==> src/rtl/vec_split_pipe.sv <==
// vec_split_pipe: buffered vector splitter.
// Words enter over a valid/ready handshake and wait in a DEPTH-entry FIFO.
// The head word is shown whole, along with its MSB, LSB and parity, and a
// toggle mask against the word delivered before it. A saturating counter
// records how many delivered words differed from their predecessor.
module vec_split_pipe #(
   parameter int unsigned WIDTH = 3,
   parameter int unsigned DEPTH = 2,
   parameter int unsigned CNT_W = 8
) (
   input  logic             clk,
   input  logic             areset,
   input  logic             in_valid,
   output logic             in_ready,
   input  logic [WIDTH-1:0] vec,
   output logic             out_valid,
   input  logic             out_ready,
   output logic [WIDTH-1:0] outv,
   output logic             o_msb,
   output logic             o_lsb,
   output logic             o_par,
   output logic [WIDTH-1:0] o_tog,
   output logic [CNT_W-1:0] chg_cnt
);

   localparam int unsigned PTR_W = (DEPTH > 1) ? $clog2(DEPTH) : 1;
   localparam int unsigned OCC_W = $clog2(DEPTH + 1);

   localparam logic [PTR_W-1:0] PTR_LAST = PTR_W'(DEPTH - 1);
   localparam logic [OCC_W-1:0] OCC_FULL = OCC_W'(DEPTH);
   localparam logic [CNT_W-1:0] CNT_MAX  = '1;

   logic [WIDTH-1:0] mem [DEPTH];
   logic [PTR_W-1:0] wr_ptr;
   logic [PTR_W-1:0] rd_ptr;
   logic [OCC_W-1:0] occ;
   logic [WIDTH-1:0] last_popped;

   logic             push;
   logic             pop;
   logic [WIDTH-1:0] head;
   logic [WIDTH-1:0] tog_raw;

   // Handshake flags depend only on occupancy, so there is no ready-to-ready path.
   always_comb begin
      in_ready  = (occ != OCC_FULL);
      out_valid = (occ != '0);
      push      = in_valid && in_ready;
      pop       = out_valid && out_ready;
   end

   // Head-word views; everything reads as zero while the FIFO is empty.
   always_comb begin
      head    = mem[rd_ptr];
      tog_raw = head ^ last_popped;
      outv    = '0;
      o_tog   = '0;
      if (out_valid) begin
         outv  = head;
         o_tog = tog_raw;
      end
      o_msb = outv[WIDTH-1];
      o_lsb = outv[0];
      o_par = ^outv;
   end

   // Storage array; unoccupied entries are never observed, so no reset.
   always_ff @(posedge clk) begin
      if (push) begin
         mem[wr_ptr] <= vec;
      end
   end

   // Write pointer with explicit wrap at DEPTH-1.
   always_ff @(posedge clk or posedge areset) begin
      if (areset) begin
         wr_ptr <= '0;
      end else if (push) begin
         if (wr_ptr == PTR_LAST) begin
            wr_ptr <= '0;
         end else begin
            wr_ptr <= wr_ptr + PTR_W'(1);
         end
      end
   end

   // Read pointer with explicit wrap at DEPTH-1.
   always_ff @(posedge clk or posedge areset) begin
      if (areset) begin
         rd_ptr <= '0;
      end else if (pop) begin
         if (rd_ptr == PTR_LAST) begin
            rd_ptr <= '0;
         end else begin
            rd_ptr <= rd_ptr + PTR_W'(1);
         end
      end
   end

   // Occupancy: a simultaneous push and pop leaves it unchanged.
   always_ff @(posedge clk or posedge areset) begin
      if (areset) begin
         occ <= '0;
      end else begin
         case ({push, pop})
            2'b10:   occ <= occ + OCC_W'(1);
            2'b01:   occ <= occ - OCC_W'(1);
            default: occ <= occ;
         endcase
      end
   end

   // Remember the delivered word and count it if it differed from the previous one.
   always_ff @(posedge clk or posedge areset) begin
      if (areset) begin
         last_popped <= '0;
         chg_cnt     <= '0;
      end else if (pop) begin
         last_popped <= head;
         if ((tog_raw != '0) && (chg_cnt != CNT_MAX)) begin
            chg_cnt <= chg_cnt + CNT_W'(1);
         end
      end
   end

endmodule

==> config.mk <==
export PLATFORM = sky130hd
export DESIGN_NAME = vec_split_pipe
export DESIGN_NICKNAME = d
export VERILOG_FILES = /design/src/rtl/vec_split_pipe.sv
export SDC_FILE = /design/constraint.sdc
export NUM_CORES = 1
export LEC_CHECK = 0
export BUFFER_PORTS_ARGS = -buffer_cell sky130_fd_sc_hd__buf_2
export CAP_MARGIN = 10
export CORE_ASPECT_RATIO = 1.1
export CORE_MARGIN = 4
export CORE_UTILIZATION = 55
export CTS_CLUSTER_SIZE = 25
export DETAILED_ROUTE_END_ITERATION = 8
export PLACE_DENSITY = 0.81
export SETUP_SLACK_MARGIN = 0.4
export SLEW_MARGIN = 20
export SYNTH_ARGS = -nofsm -noshare
export SYNTH_HDL_FRONTEND = slang
export SYNTH_SLANG_ARGS = --single-unit
==> constraint.sdc <==
create_clock -name clk -period 3.7 [get_ports clk]
set_clock_uncertainty 0.15 [all_clocks]
set_input_delay 0.37 -clock clk [delete_from_list [all_inputs] [get_ports clk]]
set_output_delay 0.37 -clock clk [all_outputs]
set_load 0.02 [all_outputs]
==> reports/results.tsv <==
metric	value	unit
outcome	completed	
register_area	556	um^2
hold_path.class	input port to flop	
syn2layout_area_growth	14.5	%
r2r_start	rd_ptr$_DFFE_PP0P_	
met1_length	862	um
max_freq	413	MHz
drt_iter0_markers	8	
synth_top_area_share	32.6	%
place_congestion	0.782	
viasPerCell	5.34	
cp.arrival	1.90	ns
fp.coreArea	2000	um^2
worst-r2r-cell-count	4	
fp.dieH	56.0	um
start_util	57.5	%
worst_pin_slew	0.782	ns
ys_seq_elements	21	
cts_tree	yes	
hold_ws	0.0907	ns
die-area	2890	um^2
clockBufferDepth	2	
crit_fanout	5	
syn_inst	98	
drc	0	
grt_max_degree	16	
reg2reg_to	chg_cnt[3]$_DFFE_PP0P_	
start_kind	flop	
finalHoldViolations	0	
grt_setup_unrepaired	no	
cts-root-buf	clkbuf_4	
synth_top_cells_by_area	dfrtp_1 33%, edfxtp_1 16%, xnor2_1 8.4%	
antenna_found_initial	0	
path_class	flop to output port	
critPathLaunch	rd_ptr$_DFFE_PP0P_	
yosysTopAreaCell	dfrtp_1	
cts.reportedPaths.clkPinSlew	0.12	ns
max-vdd-ir-drop	605	uV
fin_cells	152	
setup_viol	0	
grt_pass1_wl	3.42	mm
fin_ws	1.28	ns
ios	26	
avgSynthCellArea	11.7	um^2
hpwl	1.57	mm
worstPathRequired	3.18	ns
wl_met3	90	um
syn_area	1150	um^2
dp_slack	1.64	ns
dpl.cell_count	147	
vias	811	
fill_cells	184	
slew_viol_final	0	
critPathCapture	o_tog[1]	
max_cap_viol_count	0	
period_share	65.4	%
insertion_delay	0.31	ns
grt_overflow	0	
drt.antenna.violating_nets	0	
top_layer_used	met4	
grt_pass1_vias	766	
die_width	51.6	um
synth.distinct_cells	29	
cts_buffers	3	
wl_met2	1.05	mm
cts_setup_buffers	0	
power.total	1.29	mW
pwr_density_cell	983	nW/um^2
avgRoutedWirePerCell	13.4	um
regToRegSetupSlack	1.61	ns
cts_hold_buf	1	
io_buffers	25	
ys_seq_area_share	48.3	%
drive_gt1_share	29.0	%
multi_input_area	548	um^2
antenna_cells	0	
fin_crit	2.42	ns
cts.repair.resized	0	
slew_headroom	47.5	%
htreeDepth	1	
ys_warn_count	0	
wirelength	2.04	mm
synth_nets	107	
cts_sinks	21	
worst_setup_path_end_kind	output port	
leakage	0.557	nW
first_pass_iters	4	
rows	17	
layout.nets	134	
grtUsageTotal	15.8	%
timing.setup.tns	0	ns
metal layers:
metal	vias to the layer above	GRT usage [%]
met4	0	7.87
met1	384	19.2
met5	-	0
met3	5	4.02
met2	19	25.3
li1	403	-
power breakdown:
| part | switching, mW | total (mW) | internal, mW |
|---|---|---|---|
| sequential | 0.113 | 0.442 | 0.329 |
| combinational | 0.452 | 0.739 | 0.287 |
| clock | 0.0737 | 0.114 | 0.0404 |
| total | 0.638 | 1.29 | 0.656 |
layout by cell type (no fill, tap or decap), types with 3 or more instances in the layout:
cell | Yosys | routed
a31oi_1 | 3 | 3
buf_2 | 1 | 25
clkbuf_4 | 0 | 3
dfrtp_1 | 15 | 15
edfxtp_1 | 6 | 6
inv_1 | 3 | 3
mux2_1 | 4 | 4
mux2i_4 | 3 | 3
nand2_1 | 8 | 8
nand4_1 | 5 | 5
nor2_1 | 10 | 10
o21ai_1 | 4 | 4
xnor2_1 | 11 | 11
xor2_1 | 4 | 4
final cells by class:
class	count	area share, %
Timing Repair Buffer	26	10.3
Tap cell	28	2.66
Clock buffer	3	1.71
Inverter	4	1.14
Clock inverter	1	0.380
Sequential cell	21	42.2
Multi-Input combinational cell	69	41.6
worst max-delay path, stage by stage (launching register included):
cell and delay, ns:
dfrtp_1 0.59, mux2i_4 0.40, xor2_1 0.34, nor2_1 0.08
buf_2 0.17
through the flow:
step                util (%)  cell area [um^2]
finish                  65.8              1320
global route            65.8              1320
CTS                     65.8              1320
detailed placement      64.0              1280
global placement        64.0              1280
floorplan                  -              1150
logic make-up (layout without fill, tap and decap cells):
| family | after synthesis | count (layout) | share of synthesized area, % |
|---|---|---|---|
| mux | 7 | 7 | 9.79 |
| buf+inv | 8 | 34 | 4.02 |
| xor+xnor | 16 | 16 | 12.8 |
| simple gates | 30 | 30 | 12.3 |
| compound gates | 14 | 14 | 10.6 |
| fa+ha+maj | 2 | 2 | 2.18 |
| flops | 21 | 21 | 48.3 |
synthesized netlist by cell type:
cell type  count
dfrtp_1       15
xnor2_1       11
nor2_1        10
nand2_1        8
edfxtp_1       6
nand4_1        5
mux2_1         4
o21ai_1        4
xor2_1         4
a31oi_1        3
inv_1          3
mux2i_4        3
and3_1         2
buf_4          2
ha_1           2
nand3_1        2
o311ai_1       2
a41oi_2        1
and4_1         1
buf_2          1
buf_6          1
inv_2          1
nand2b_1       1
nor3_1         1
o2111a_1       1
o211ai_1       1
o31ai_4        1
o41ai_1        1
xnor2_2        1
how the worst min path moves through the flow:
stage | slack [ns] | depth (start not counted) | start | endpoint
after global routing | 0.08 | 1 | vec[2] | mem[0][2]$_DFFE_PP_
final | 0.09 | 1 | vec[0] | mem[1][0]$_DFFE_PP_
after CTS | 0.08 | 1 | vec[0] | mem[0][0]$_DFFE_PP_
after floorplan | 0.12 | 1 | areset | chg_cnt[0]$_DFFE_PP0P_
after global placement | 0.31 | 2 | areset | chg_cnt[1]$_DFFE_PP0P_
after detailed placement | 0.32 | 2 | areset | occ[0]$_DFFE_PP0P_
sequential cells by signal (all words and copies together), names as in the netlist:
signal / cells
last_popped: 3
rd_ptr: 1
mem: 6
chg_cnt: 8
wr_ptr: 1
occ: 2
No activity file was read; power rests on OpenSTA's default activity.
